**src/rtl/fdiv_seq_pkg.sv**
```systemverilog
`default_nettype none
// ============================================================================
// Module  : fdiv_seq_pkg
// Purpose : Shared FPU number-format constants, FSM state encoding and
//           operand classification helpers for the iterative divider.
// Rev     : 1.0  initial release
// ============================================================================
package fdiv_seq_pkg;

  localparam int EXP_W = 8;
  localparam int MAN_W = 23;
  localparam int BIAS  = 127;

  localparam logic [EXP_W-1:0] EXP_ONES = 8'hFF;
  localparam logic [EXP_W-1:0] EXP_ZERO = 8'h00;

  // Total quotient bits developed: hidden bit + 23 fraction + guard + one
  // spare so that a quotient below 1.0 still yields a full mantissa.
  localparam int QBITS = 26;

  typedef enum logic [1:0] {
    ST_IDLE = 2'd0,
    ST_CALC = 2'd1,
    ST_NORM = 2'd2,
    ST_DONE = 2'd3
  } state_t;

  function automatic logic [EXP_W-1:0] exp_of(input logic [31:0] x);
    return x[30:23];
  endfunction

  function automatic logic [MAN_W-1:0] man_of(input logic [31:0] x);
    return x[22:0];
  endfunction

  // Infinity/NaN encoding (exponent all ones)
  function automatic logic exp_is_max(input logic [31:0] x);
    return x[30:23] == EXP_ONES;
  endfunction

  // Zero or denormal (flushed to zero)
  function automatic logic exp_is_zero(input logic [31:0] x);
    return x[30:23] == EXP_ZERO;
  endfunction

endpackage
`default_nettype wire

```
**src/rtl/fdiv_step.sv**
```systemverilog
`default_nettype none
// ============================================================================
// Module  : fdiv_step
// Purpose : One restoring-division step: compare, conditional subtract,
//           shift remainder and append one quotient bit.
// Rev     : 1.0  initial release
// ============================================================================
module fdiv_step (
  input  logic [25:0] r_in,
  input  logic [25:0] q_in,
  input  logic [23:0] d,
  output logic [25:0] r_out,
  output logic [25:0] q_out
);

  logic        ge;
  logic [25:0] r_sub;

  // Remainder stays below 2*d, so the shifted result always fits 26 bits
  always_comb begin
    ge    = (r_in >= {2'b00, d});
    r_sub = ge ? (r_in - {2'b00, d}) : r_in;
    r_out = r_sub << 1;
    q_out = (q_in << 1) | {25'd0, ge};
  end

endmodule
`default_nettype wire

```
**src/rtl/fdiv_seq.sv**
```systemverilog
`default_nettype none
// ============================================================================
// Module  : fdiv_seq
// Purpose : Iterative single-precision divider y = x1 / x2 with valid/ready
//           handshakes. Denormals flush to zero, round-half-up on one guard
//           bit, specials resolved at latch time with fixed latency.
// Rev     : 1.0  initial release
// ============================================================================
module fdiv_seq
  import fdiv_seq_pkg::*;
#(
  parameter int BPC = 1  // quotient bits per CALC cycle: 1 or 2
) (
  input  logic        clk,
  input  logic        rst,
  input  logic        in_valid,
  output logic        in_ready,
  input  logic [31:0] x1,
  input  logic [31:0] x2,
  output logic        out_valid,
  input  logic        out_ready,
  output logic [31:0] y,
  output logic        ovf,
  output logic        dz
);

  localparam int         N_CYC    = QBITS / BPC;
  localparam logic [4:0] LAST_CNT = 5'(N_CYC - 1);

  state_t state, state_nx;

  logic               sign;
  logic signed [9:0]  ediff;
  logic [25:0]        rem;
  logic [23:0]        dvs;
  logic [25:0]        quo;
  logic [4:0]         cnt;
  logic               spec;
  logic [31:0]        spec_y;
  logic               spec_dz;

  // Step chain: BPC quotient bits resolved per clock
  logic [25:0] rem_ch [0:BPC];
  logic [25:0] quo_ch [0:BPC];

  assign rem_ch[0] = rem;
  assign quo_ch[0] = quo;

  for (genvar i = 0; i < BPC; i++) begin : g_step
    fdiv_step u_step (
      .r_in  (rem_ch[i]),
      .q_in  (quo_ch[i]),
      .d     (dvs),
      .r_out (rem_ch[i+1]),
      .q_out (quo_ch[i+1])
    );
  end

  // Latch-time classification of the incoming operands
  logic              in_sign;
  logic              lat_spec;
  logic              lat_dz;
  logic [31:0]       lat_y;
  logic signed [9:0] lat_ediff;

  always_comb begin
    in_sign   = x1[31] ^ x2[31];
    lat_ediff = $signed({2'b00, exp_of(x1)}) - $signed({2'b00, exp_of(x2)})
                + 10'(BIAS);
    lat_spec  = 1'b1;
    lat_dz    = 1'b0;
    lat_y     = {in_sign, 31'd0};
    if (exp_is_max(x1)) begin
      lat_y = {in_sign, EXP_ONES, man_of(x1)};
    end else if (exp_is_max(x2)) begin
      lat_y = {in_sign, 31'd0};
    end else if (exp_is_zero(x1)) begin
      lat_y = {in_sign, 31'd0};
    end else if (exp_is_zero(x2)) begin
      lat_y  = {in_sign, EXP_ONES, 23'd0};
      lat_dz = 1'b1;
    end else begin
      lat_spec = 1'b0;
    end
  end

  // Normalise, round and range-check the finished quotient
  logic [23:0]        nm;
  logic               ng;
  logic signed [10:0] ne;
  logic [24:0]        rnd;
  logic signed [10:0] ef;
  logic [31:0]        norm_y;
  logic               norm_ovf;
  logic               unused_hidden;

  always_comb begin
    if (quo[25]) begin
      nm = quo[25:2];
      ng = quo[1];
      ne = {ediff[9], ediff};
    end else begin
      nm = quo[24:1];
      ng = quo[0];
      ne = {ediff[9], ediff} - 11'sd1;
    end
    // A carry out leaves the fraction field at zero, i.e. mantissa 1.0
    rnd = {1'b0, nm} + {24'd0, ng};
    ef  = ne + $signed({10'd0, rnd[24]});
    if (ef >= 11'sd255) begin
      norm_y   = {sign, EXP_ONES, 23'd0};
      norm_ovf = 1'b1;
    end else if (ef <= 11'sd0) begin
      norm_y   = {sign, EXP_ZERO, 23'd0};
      norm_ovf = 1'b1;
    end else begin
      norm_y   = {sign, ef[7:0], rnd[22:0]};
      norm_ovf = 1'b0;
    end
  end

  assign unused_hidden = rnd[23];

  // State register
  always_ff @(posedge clk) begin
    if (rst) state <= ST_IDLE;
    else     state <= state_nx;
  end

  // Next-state logic
  always_comb begin
    state_nx = state;
    case (state)
      ST_IDLE: if (in_valid)          state_nx = ST_CALC;
      ST_CALC: if (cnt == LAST_CNT)   state_nx = ST_NORM;
      ST_NORM:                        state_nx = ST_DONE;
      ST_DONE: if (out_ready)         state_nx = ST_IDLE;
      default:                        state_nx = ST_IDLE;
    endcase
  end

  // Handshake outputs decoded from state only
  always_comb begin
    in_ready  = (state == ST_IDLE);
    out_valid = (state == ST_DONE);
  end

  // Datapath: operand latch, iteration, result capture
  always_ff @(posedge clk) begin
    if (rst) begin
      sign    <= 1'b0;
      ediff   <= '0;
      rem     <= '0;
      dvs     <= '0;
      quo     <= '0;
      cnt     <= '0;
      spec    <= 1'b0;
      spec_y  <= '0;
      spec_dz <= 1'b0;
      y       <= '0;
      ovf     <= 1'b0;
      dz      <= 1'b0;
    end else begin
      case (state)
        ST_IDLE: if (in_valid) begin
          sign    <= in_sign;
          ediff   <= lat_ediff;
          rem     <= {2'b01, man_of(x1)};
          dvs     <= {1'b1, man_of(x2)};
          quo     <= '0;
          cnt     <= '0;
          spec    <= lat_spec;
          spec_y  <= lat_y;
          spec_dz <= lat_dz;
        end
        ST_CALC: begin
          rem <= rem_ch[BPC];
          quo <= quo_ch[BPC];
          cnt <= cnt + 5'd1;
        end
        ST_NORM: begin
          if (spec) begin
            y   <= spec_y;
            ovf <= 1'b0;
            dz  <= spec_dz;
          end else begin
            y   <= norm_y;
            ovf <= norm_ovf;
            dz  <= 1'b0;
          end
        end
        default: ;
      endcase
    end
  end

endmodule
`default_nettype wire
```
**config.mk**
```make
export PLATFORM = sky130hd
export DESIGN_NAME = fdiv_seq
export DESIGN_NICKNAME = d
export VERILOG_FILES = /design/src/rtl/fdiv_seq_pkg.sv /design/src/rtl/fdiv_step.sv /design/src/rtl/fdiv_seq.sv
export SDC_FILE = /design/constraint.sdc
export NUM_CORES = 1
export LEC_CHECK = 0
export CAP_MARGIN = 20
export CORE_MARGIN = 2
export CORE_UTILIZATION = 62
export CTS_BUF_LIST = sky130_fd_sc_hd__clkbuf_4 sky130_fd_sc_hd__clkbuf_8 sky130_fd_sc_hd__clkbuf_16
export CTS_CLUSTER_DIAMETER = 60
export CTS_CLUSTER_SIZE = 30
export DETAILED_ROUTE_END_ITERATION = 7
export GPL_ROUTABILITY_DRIVEN = 0
export PLACE_DENSITY = 0.83
export SYNTH_ARGS = -nofsm -noshare
export SYNTH_HDL_FRONTEND = slang
export SYNTH_HIERARCHICAL = 1
export SYNTH_SLANG_ARGS = --single-unit
```
**constraint.sdc**
```tcl
create_clock -name clk -period 11.8 [get_ports clk]
set_clock_uncertainty 0.05 [all_clocks]
set_input_delay 1.77 -clock clk [delete_from_list [all_inputs] [get_ports clk]]
set_output_delay 1.77 -clock clk [all_outputs]
set_load 0.03 [all_outputs]
```
Word-level counts from Yosys, hierarchy flattened
Index checks and enable logic that the tools add are counted.

storage, ports and cells
  register bits = 162
  latch bits = 0
  memory bits (writable) = 0
  ROM bits = 0
  input port bits = 68
  output and inout bits = 36
  word-level logic and storage cells = 73
  memories = 0

operators by class
  add/subtract/negate cells = 7
  $mul = 0
  divide/modulo/power cells = 0
  $lt $le $gt $ge = 3
  equal/unequal tests = 9
  shift operators = 0
  mux-type cells = 32
  bitwise operators = 2
  reduce and logical (&&, ||, !) cells = 7

operators by type and width
  operator                                                                              count
  31-bit two-way mux                                                                    6
  26-bit one-hot mux with 2 select lines                                                2
  26-bit two-way mux                                                                    2
  32-bit two-way mux                                                                    1
  26-bit by 24-bit greater-or-equal comparator with 1-bit output                        1
  26-bit by 1-bit OR with 26-bit output                                                 1
  24-bit by 1-bit adder with 25-bit output                                              1
  25-bit two-way mux                                                                    1
  25-bit by 24-bit subtractor with 25-bit output                                        1
  24-bit two-way mux                                                                    1
  8-bit equality test, second input constant                                            2
  8-bit zero test                                                                       2
  1-bit two-way mux                                                                     12
  11-bit by 2-bit adder with 11-bit output                                              1
  11-bit by 9-bit greater-or-equal comparator with 1-bit output, second input constant  1
  11-bit by 1-bit less-or-equal comparator with 1-bit output, second input constant     1
  11-bit two-way mux                                                                    1
  10-bit by 2-bit subtractor with 11-bit output, second input constant                  1
  9-bit by 8-bit adder with 10-bit output, second input constant                        1
  5-bit one-hot mux with 2 select lines                                                 1
  8-bit by 8-bit subtractor with 9-bit output                                           1
  2-bit one-hot mux with 4 select lines                                                 1
  2-bit two-way mux                                                                     3
  5-bit by 1-bit adder with 5-bit output, second input constant                         1
  other kinds (11)                                                                      14

Depth between registers and ports, before layout
Gate-level depths: netlist of the first run.

  word-level depth = 7
  gate-level depth with buffers = 26
  mapped depth without buffers = 19

Modules after synthesis
The synthesis of the first run kept the hierarchy.

by module, submodules not included
  module     instances  cells an instance  area each (um2)  seq. area each (um2)
  fdiv_seq   1          971                7853.8           3083.0
  fdiv_step  1          304                1945.6           0.0

Least setup slack after synthesis of the first run
No wires, ideal clock.

  path kind = register to register
  start point = register quo[25]
  end point = register y[13]
  setup time = 0.076 ns
  data arrival time = 5.686 ns
  data required time = 11.674 ns
  path slack = 5.988 ns
  stages on the path, launching flop included = 27
  path buffers = 7
  clock period less this slack = 5.812 ns
  path through = dfxtp_1 buf_2 buf_2 buf_1 clkbuf_1 clkbuf_1 mux2_2 ha_1 ha_1 nand2_1 a211oi_1 and4_1 nor2b_1 clkbuf_1 nand4_1 nor2_1 ha_1 ha_1 or4bb_1 o21ai_0 o211a_1 o221ai_2 a32o_2 nor3_4 nand3_2 buf_6 o22ai_1

between the ends
  cells in the longest elaborated chain, start to end = 7
  elaborated cells between the ends (all ways) = 10
  those cells by class = add/sub: 2; order compare: 2; mux: 6

RTL lines
  what                                                        line             text
  start: declaration                                          fdiv_seq.sv:36   logic [25:0] quo;
  start signal: assignment                                    fdiv_seq.sv:178  quo <= quo_ch[BPC];
  24-bit two-way mux or 1-bit two-way mux (tied branches)     fdiv_seq.sv:98   if (quo[25]) begin
  24-bit by 1-bit adder with 25-bit output                    fdiv_seq.sv:108  rnd = {1'b0, nm} + {24'd0, ng};
  11-bit by 2-bit adder with 11-bit output                    fdiv_seq.sv:109  ef = ne + $signed({10'd0, rnd[24]});
  11-bit by 1-bit less-or-equal comparator with 1-bit output  fdiv_seq.sv:113  end else if (ef <= 11'sd0) begin
  31-bit two-way mux                                          fdiv_seq.sv:113
  31-bit two-way mux *                                        fdiv_seq.sv:110  if (ef >= 11'sd255) begin
  32-bit two-way mux *                                        fdiv_seq.sv:182  if (spec) begin
  end signal: assignment                                      fdiv_seq.sv:183  y <= spec_y;
  end signal: assignment                                      fdiv_seq.sv:187  y <= norm_y;
  end: declaration                                            fdiv_seq.sv:22   output logic [31:0] y,

Mark *: on every way between the ends. The rest lies on a longest branch, timed or not.
A chain may end at the register's enable or synchronous reset.

Worst setup path in the final report of the first run
  start point = register quo[25]
  end point = register y[22]

Same word-level chain as after synthesis.

==> flow_summary.toml, run 1 <==
[outcome]
status = "finished, final reports clean"

[clocking]
hold_buffers = 0
post_cts_buffers = 0
cts-root-buf = "clkbuf_16"
clockBufferDepth = 2
cts_made_buffers = 17
clk_latency_ps = 420
ctsResizeCount = 0
clk_pin_slew_ps = 60
cts_tree = "done"
htree_levels = 4
cts.sinks = 154

[setup_path]
worstSetupStartpointType = "flip-flop"
crit_path_top_delay_cell = "buf_4"
cp_slowest_stage_delay_ps = 500
cp_cell_sequence = "buf_4 > mux2_2 > ha_1 > ha_1 > nand2_1 > a211oi_1 > and4_1 > nor2b_1 > nand4_1 > nor2_1 > ha_1 > ha_1 > or4bb_1 > o21ai_0 > o211a_1 > o221ai_2 > a32o_2 > nor3_4 > nand3_2 > o22ai_1"
cp_top_family = "simple AND/OR/NAND/NOR gates"
end_kind = "flip-flop"
crit_fanout = 66
cp_data_arrival_time_ps = 6430
crit_type = "reg -> reg"
crit_required_ps = 12070
crit_path_frequent_cell = "ha_1"
cp.buffers_inverters = 1

[drt]
wl_per_cell_um = 16.52
drt_iter0_drc = 740
first_pass_iters = 5
routed_via_density = 6.158
via_count = 9367
drc = 0
drtAntennaViolNets = 0
routed_wl_um = 25120

[finish]
nets = 1413
syn2layout_area_growth_pct = 14.79
diodes = 0
fin_util_pct = 73.45
drive_gt1_share_pct = 5.038

[yosys]
ys.flop_type = "dfxtp_1"
synth_cells = 1275
yosysMostFrequentCell = "nand2_1"
syn_nets = 1389
async_reset_ff_share_pct = 0
synth-seq-cells = 154
synth.distinct_cells = 81
yosysTopAreaCell = "dfxtp_1"
synth_edf_count = 0
netlist_top_cells_count = "nand2_1, dfxtp_1, a21oi_1, nor2_1, inv_1"
synth_top_area_share_pct = 31.46
yosys_warnings = 6
syn-cell-area_um2 = 9799
synth_area_leaders = "dfxtp_1, a21oi_1, nand2_1, ha_1, nor2_1"
synth_area_per_cell_um2 = 7.686
yosysSeqAreaShare_pct = 31.46

[worst_hold_path]
min_path_type = "reg -> reg"

[placed_design]
dp_hpwl_um = 17370
io_buffers = 103
dp_slack_ps = 5807

[pwr]
cellLeakagePower_uw = 0.004160
ir_worst_vdd_v = 0.0002377
power_density_nw_per_um2 = 285.2

[floorplanning]
start_util_pct = 63.99
die_area_um2 = 16830
rows = 45
coreArea_um2 = 15310
die_w_um = 129.7
die-height_um = 129.7
io-pin-count = 104

[sta]
hold_viol = 0
setup_slack_ps = 5639
whs_ps = 402.5
fmax_mhz = 162.3
fin_crit_sh_pct = 52.21
worst_pin_slew_ps = 1043
finalCriticalPeriod_ps = 6161
setup_viol = 0
tns_ps = 0
maxSlewViolCount = 0
relSlewSlack_pct = 30.39
rsz0062_at_grt = "false"

[grt]
grt_pass1_wl_um = 40720
track_usage_pct = 29.91
antenna_found_initial = 0
grt_overflow = 0
grt_pass1_vias = 8553
grt_max_degree = 79

[job]
drv_cap = 0
==> final timing paths <==
check                           startpoint          to  slack (ps)  cells after the start
worst max-delay path               quo[25]       y[22]        5640                     20
worst min register to register  spec_y[19]  spec_y[19]         400                      2
worst max register to register     quo[25]       y[22]        5640                     20
worst min-delay path            spec_y[19]  spec_y[19]         400                      2
==> sequential cells by signal (all words and copies together) (netlist names), 2 cells and up <==
register / count
state: 2
spec_y: 24
cnt: 5
dvs: 24
y: 32
rem: 26
ediff: 10
quo: 26
==> where the power goes <==
| group | internal [uW] | total [uW] | switching (uW) |
|---|---|---|---|
| registers | 629 | 731 | 102 |
| clock network | 326 | 542 | 216 |
| logic | 733 | 1940 | 1200 |
| total | 1690 | 3210 | 1520 |
==> logic make-up after synthesis <==
group	Yosys count	synth area share (%)
AOI/OAI and AO/OA	383	25.65
xor gates and xnor gates	57	5.094
adders and majority gates	46	6.027
and+or+nand+nor	416	19.62
muxes	37	3.818
DFF	154	31.46
buffers and inverters	181	8.286
other	1	0.03827
==> placed cells by master, fill, tap and decap left out, types with 6 or more instances in the layout <==
| cell type | count |
|---|---|
| nor2_1 | 119 |
| clkdlybuf4s50_1 | 102 |
| a21oi_1 | 129 |
| a2111oi_0 | 6 |
| nand4_1 | 11 |
| and3_1 | 13 |
| inv_1 | 72 |
| o21ai_1 | 14 |
| nor2b_1 | 11 |
| mux2i_1 | 34 |
| o21a_1 | 7 |
| a31oi_1 | 10 |
| xor2_1 | 22 |
| o221ai_1 | 6 |
| o21bai_1 | 8 |
| nand3_1 | 13 |
| o22ai_1 | 26 |
| dfxtp_1 | 153 |
| or3_1 | 6 |
| nand2b_1 | 12 |
| o211ai_1 | 14 |
| buf_4 | 8 |
| and2_1 | 9 |
| nor3_1 | 18 |
| o21ai_0 | 21 |
| a22oi_1 | 45 |
| ha_1 | 44 |
| xnor2_1 | 35 |
| nand2_1 | 169 |
| a21o_1 | 12 |
| clkbuf_16 | 17 |
| a211oi_1 | 41 |
| a311oi_1 | 7 |
==> worst min-delay path, delay by kind of cell, from the launching register on <==
kind / cells / cell delay, ps
AOI/OAI and AO/OA: 1 / 50
DFF: 1 / 300
and+or+nand+nor: 1 / 50
==> final cells by class <==
| class | count | area, um2 |
|---|---|---|
| Fill cell | 1228 | 4066 |
| Tap cell | 211 | 264.0 |
| Sequential cell | 154 | 3084 |
| Clock inverter | 10 | 116.4 |
| Multi-Input combinational cell | 940 | 5912 |
| Inverter | 73 | 274.0 |
| Clock buffer | 20 | 466.7 |
| Timing Repair Buffer | 113 | 1131 |
==> routing by layer <==
metal	wire, um	track usage, %
met4	533	8.729
met5	0	0
met1	11310	41.17
met3	1712	5.289
met2	11570	48.35
==> stage by stage <==
| step | area [um2] | instances | power (uW) |
|---|---|---|---|
| after floorplan | 9799 | 1275 | 2228 |
| after global placement | 10620 | 1488 | 2543 |
| after detailed placement | 10620 | 1488 | 2585 |
| after CTS | 11200 | 1518 | 3154 |
| after global routing | 11250 | 1521 | 3437 |
| final | 11250 | 1521 | 3208 |
(Power assumes the default switching activity.)
==> inputs of run 2 (changes only) <==
--- a/config.mk
+++ b/config.mk
@@ -7,13 +7,13 @@
 export LEC_CHECK = 0
 export CAP_MARGIN = 20
 export CORE_MARGIN = 2
-export CORE_UTILIZATION = 62
+export CORE_UTILIZATION = 52
 export CTS_BUF_LIST = sky130_fd_sc_hd__clkbuf_4 sky130_fd_sc_hd__clkbuf_8 sky130_fd_sc_hd__clkbuf_16
 export CTS_CLUSTER_DIAMETER = 60
 export CTS_CLUSTER_SIZE = 30
 export DETAILED_ROUTE_END_ITERATION = 7
 export GPL_ROUTABILITY_DRIVEN = 0
-export PLACE_DENSITY = 0.83
+export PLACE_DENSITY = 0.74
 export SYNTH_ARGS = -nofsm -noshare
 export SYNTH_HDL_FRONTEND = slang
 export SYNTH_HIERARCHICAL = 1
==> constraint.sdc (replaced) <==
create_clock -name clk -period 5.2 [get_ports clk]
set_clock_uncertainty 0.05 [all_clocks]
set_input_delay 0.78 -clock clk [delete_from_list [all_inputs] [get_ports clk]]
set_output_delay 0.78 -clock clk [all_outputs]
set_load 0.03 [all_outputs]
==> run 2 against run 1 <==
Compared with the run above: cell area is 1.1% higher; clock-buffer cell count is 2 higher; final cell count is 1.8% higher; critical path type unchanged; highest routed layer unchanged; die area is 19% higher; fmax is 26% higher; critical path depth is 1 lower; clock power is 120% higher; total power is 130% higher.
==> flow_summary.toml, run 2 (synthesis gave the netlist of run 1 again) <==
[sta]
setup_viol = 0
hold_viol = 0
finalCriticalPeriod_ps = 4874
fmax_mhz = 205.2
maxSlewViolCount = 0
fin_crit_sh_pct = 93.72
worst_pin_slew_ps = 1021
relSlewSlack_pct = 31.85

[setup_path]
rr_startpoint = "quo[1]"
worstSetupStartpointType = "flip-flop"
cp_data_arrival_time_ps = 5120
crit_fanout = 8
crit_type = "reg -> reg"
reg2reg_depth = 19
end_kind = "flip-flop"
reg2reg_setup_slack_ps = 330
crit_required_ps = 5440
critPathLaunch = "quo[1]"
r2r-end = "y[1]"
worstSetupEndpoint = "y[1]"

[job]
drv_cap = 0

[floorplanning]
die_w_um = 141.3
io-pin-count = 104
die_area_um2 = 19960
start_util_pct = 52.74
rows = 50
coreArea_um2 = 18580
die-height_um = 141.3

[finish]
top_regs = "y x32, quo x26, rem x26"
syn2layout_area_growth_pct = 16.00
final_cell_mix = "nand2_1, dfxtp_1, a21oi_1"
nets = 1415
final_cells = 1548
diodes = 0
largest_register_ffs = 32
layout_commonest_cell = "nand2_1"
largest-register = "y"
drive_gt1_share_pct = 5.556

[placed_design]
io_buffers = 103
dp_hpwl_um = 17380
dpl.cell_count = 1512

[pwr]
ir_worst_vdd_v = 0.0004852
cellLeakagePower_uw = 0.004176
total_power_uw = 7328
power_density_nw_per_um2 = 644.7

[drt]
routed_wl_um = 25340
via_count = 9210
drc = 0
drt_iter0_drc = 732
drtAntennaViolNets = 0
routed_via_density = 5.950
wl_per_cell_um = 16.37
first_pass_iters = 5

[outcome]
status = "finished, final reports clean"

[clocking]
cts_made_buffers = 17
hold_buffers = 0
clockBufferDepth = 2
cts.sinks = 154
cts-root-buf = "clkbuf_16"
clk_latency_ps = 430
htree_levels = 4
clk_pin_slew_ps = 60
cts_tree = "done"

[grt]
antenna_found_initial = 0
grt_max_degree = 75
grt_overflow = 0
grt_pass1_wl_um = 41480
grt_pass1_vias = 8362
track_usage_pct = 25.24

[worst_hold_path]
min_path_type = "reg -> reg"
[run 2: cell type report]
class / instances / area (um2)
multi-input combinational: 941 / 5972
tap: 234 / 292.8
sequential: 154 / 3084
clock buffer: 22 / 488.0
clock inverter: 10 / 92.59
inverter: 73 / 274.0
timing repair buffer: 114 / 1164
fill: 1648 / 7213
[run 2: how the worst min path moves through the flow]
stage | startpoint | endpoint | slack [ps] | cells past startpoint
2_1_floorplan | spec_y[18] | spec_y[18] | 380 | 2
6_report | spec_y[20] | spec_y[20] | 400 | 2
5_1_grt | spec_y[18] | spec_y[18] | 420 | 2
3_5_place_dp | spec_y[22] | spec_y[22] | 390 | 2
4_1_cts | spec_y[22] | spec_y[22] | 400 | 2
3_3_place_gp | spec_y[20] | spec_y[20] | 390 | 2
[run 2: metal layers]
layer	routed length (um)	GRT usage, %	part of all wire [%]
met1	12330	36.09	49
met2	11560	39.47	46
met3	1190	4.759	4.7
met4	263	6.158	1.0
met5	0	0	0
[run 2: report_power, final]
part           internal, uW  switching, uW
registers              1430            226
logic                  1690           2770
clock network           713            497
total                  3830           3500
[run 2: repair_timing]
action,CTS,global route
setup buffers,0,0
setup endpoints to repair,0,23
resized for setup,0,5
endpoints found under the hold margin,0,0
[run 2: worst max-delay path: stages (launching register included)]
cell	delay, ps
dfxtp_1	400
mux2_2	190
ha_1	160
ha_1	220
nand2_1	110
a211oi_2	280
and4_1	310
nor2b_1	220
nand4_1	170
nor2_1	150
ha_1	220
ha_1	210
or4bb_1	420
o21ai_2	140
o211a_4	260
o22ai_1	110
xor2_1	200
o211a_1	320
a31oi_1	170
a2111oi_0	440
[run 2: per-stage QoR]
stage / utilization (%) / setup slack [ps] / area (um2) / TNS [ps] / hold WS [ps]
4_1_cts: 60.56 / 108.0 / 11250 / 0 / 401.3
2_1_floorplan: - / 10.15 / 9826 / 0 / 381.9
5_1_grt: 61.18 / -35.01 / 11370 / -181.2 / 420.8
6_report: 61.18 / 326.4 / 11370 / 0 / 399.8
3_3_place_gp: 57.41 / 349.3 / 10670 / 0 / 390.8
3_5_place_dp: 57.43 / 130.4 / 10670 / 0 / 393.2
==> inputs of run 3 (changes only) <==
--- a/config.mk
+++ b/config.mk
@@ -7,13 +7,13 @@
 export LEC_CHECK = 0
 export CAP_MARGIN = 20
 export CORE_MARGIN = 2
-export CORE_UTILIZATION = 52
-export CTS_BUF_LIST = sky130_fd_sc_hd__clkbuf_4 sky130_fd_sc_hd__clkbuf_8 sky130_fd_sc_hd__clkbuf_16
+export CORE_UTILIZATION = 54
+export CTS_BUF_LIST = sky130_fd_sc_hd__clkbuf_8
 export CTS_CLUSTER_DIAMETER = 60
 export CTS_CLUSTER_SIZE = 30
 export DETAILED_ROUTE_END_ITERATION = 7
 export GPL_ROUTABILITY_DRIVEN = 0
-export PLACE_DENSITY = 0.74
+export PLACE_DENSITY = 0.77
 export SYNTH_ARGS = -nofsm -noshare
 export SYNTH_HDL_FRONTEND = slang
 export SYNTH_HIERARCHICAL = 1
==> run 3 against run 2 <==
Compared with the run above: total power shrank 3.2%; clock-buffer cell count shrank 3; sequential share of layout area grew 0.37 points; fmax grew 0.57%; flip-flop and latch count is the same; routed wire length grew 0.21%; register-to-register slack gained 30 ps; die area shrank 3.6%; global-route usage grew 0.22 points; critical path type unchanged; largest power group unchanged.
==> flow_summary.toml, run 3 (synthesis gave the netlist of run 1 again) <==
[finish]
top_regs = "y x32, quo x26, rem x26"
diodes = 0
nets = 1416
final_cell_mix = "nand2_1, dfxtp_1, a21oi_1"
layout_commonest_cell = "nand2_1"
fillerInstances = 1580
largest_register_ffs = 32
final_area_um2 = 11220
largest-register = "y"
drive_gt1_share_pct = 5.627
syn2layout_area_growth_pct = 14.54

[drt]
wl_per_cell_um = 16.45
routed_wl_um = 25400
first_pass_iters = 6
drtAntennaViolNets = 0
drt_iter0_drc = 620
drc = 0
via_count = 9293
routed_via_density = 6.019

[grt]
grt_overflow = 0
grt_pass1_vias = 8311
grt_pass1_wl_um = 40890
antenna_found_initial = 0
grt_max_degree = 83
track_usage_pct = 25.46

[setup_path]
rr_startpoint = "quo[25]"
crit_type = "reg -> reg"
r2r-end = "y[1]"
cp_data_arrival_time_ps = 5130
cp_cell_sequence = "mux2_2 > ha_1 > ha_1 > nand2_1 > a211oi_2 > and4_1 > nor2b_1 > nand4_1 > nor2_1 > ha_1 > ha_1 > or4bb_1 > o21ai_2 > o211a_4 > o22ai_1 > xor2_1 > o211a_2 > a31oi_1 > a2111oi_2"
crit_path_frequent_cell = "ha_1"
reg2reg_depth = 19
worstSetupStartpointType = "flip-flop"
end_kind = "flip-flop"
reg2reg_setup_slack_ps = 350
crit_required_ps = 5490
worstSetupEndpoint = "y[1]"
crit_path_top_delay_cell = "or4bb_1"
cp_slowest_stage_delay_ps = 420
crit_fanout = 11
critPathLaunch = "quo[25]"

[sta]
fin_crit_sh_pct = 93.19
worst_pin_slew_ps = 1158
fmax_mhz = 206.4
maxSlewViolCount = 0
whs_ps = 402.3
setup_slack_ps = 354.1
finalCriticalPeriod_ps = 4846
relSlewSlack_pct = 22.79
hold_viol = 0
setup_viol = 0

[placed_design]
dp_slack_ps = -3.124
io_buffers = 103
place_area_um2 = 10670
dp_hpwl_um = 17530

[clocking]
cts-root-buf = "clkbuf_8"
cts_made_buffers = 17
clockBufferDepth = 2
cts.sinks = 154
htree_levels = 4
cts_tree = "done"
clk_pin_slew_ps = 80
clk_latency_ps = 450

[pwr]
ir_worst_vdd_v = 0.0007050
cellLeakagePower_uw = 0.004124
power_density_nw_per_um2 = 632.1
total_power_uw = 7095

[floorplanning]
die_area_um2 = 19240
die_w_um = 138.7
io-pin-count = 104
rows = 49
die-height_um = 138.7
coreArea_um2 = 17900
start_util_pct = 54.74

[job]
drv_cap = 0

[outcome]
status = "finished, final reports clean"

[worst_hold_path]
min_path_type = "reg -> reg"
[run 3: area by class of cell]
type	count	area [um2]	share of cell area [%]
inverter	73	274.0	2.441
tap	229	286.5	2.553
timing repair buffer	115	1152	10.27
clock buffer	19	261.5	2.330
sequential	154	3087	27.50
clock inverter	13	176.4	1.572
multi-input combinational	941	5987	53.34
[run 3: stage by stage]
step / utilization [%] / std cells / TNS, ps
after floorplan: - / 1275 / 0
after detailed placement: 59.62 / 1508 / -3.124
after global routing: 62.70 / 1544 / -15.85
after CTS: 62.11 / 1540 / 0
after global placement: 59.60 / 1507 / 0
final: 62.70 / 1544 / 0
[run 3: worst min path at each step]
stage | start | to | slack (ps) | depth (start not counted)
floorplan | spec_y[18] | spec_y[18] | 380 | 2
global placement | spec_y[20] | spec_y[20] | 390 | 2
detailed placement | spec_y[18] | spec_y[18] | 390 | 2
CTS | spec_y[18] | spec_y[18] | 410 | 2
global route | spec_y[21] | spec_y[21] | 420 | 2
finish | spec_y[18] | spec_y[18] | 400 | 2
[run 3: report_power, final]
part           internal, uW  switching, uW  leakage [uW]
clock                   545            459      0.000228
sequential             1430            223       0.00126
combinational          1690           2750       0.00264
total                  3660           3430       0.00412
[run 3: what timing repair did]
| item | CTS | global route |
|---|---|---|
| pin swaps | 0 | 2 |
| gates cloned | 0 | 1 |
| setup buffers | 0 | 1 |
| gates resized for setup | 1 | 9 |
| hold buffers | 0 | 0 |
| endpoints found under the setup margin | 3 | 32 |
[run 3: critical path: cells and delay by family, from the launching register on]
family	cells	cell delay (ps)
adders and majority gates	4	800
muxes	1	230
and+or+nand+nor	6	1350
AOI/OAI and AO/OA	7	1700
DFF	1	390
xor gates and xnor gates	1	220
[run 3: layer usage]
| metal | part of all wire [%] | GRT usage, % |
|---|---|---|
| met5 | 0 | 0 |
| met4 | 1.8 | 6.805 |
| met3 | 6.6 | 4.938 |
| met2 | 45 | 39.27 |
| met1 | 47 | 36.64 |
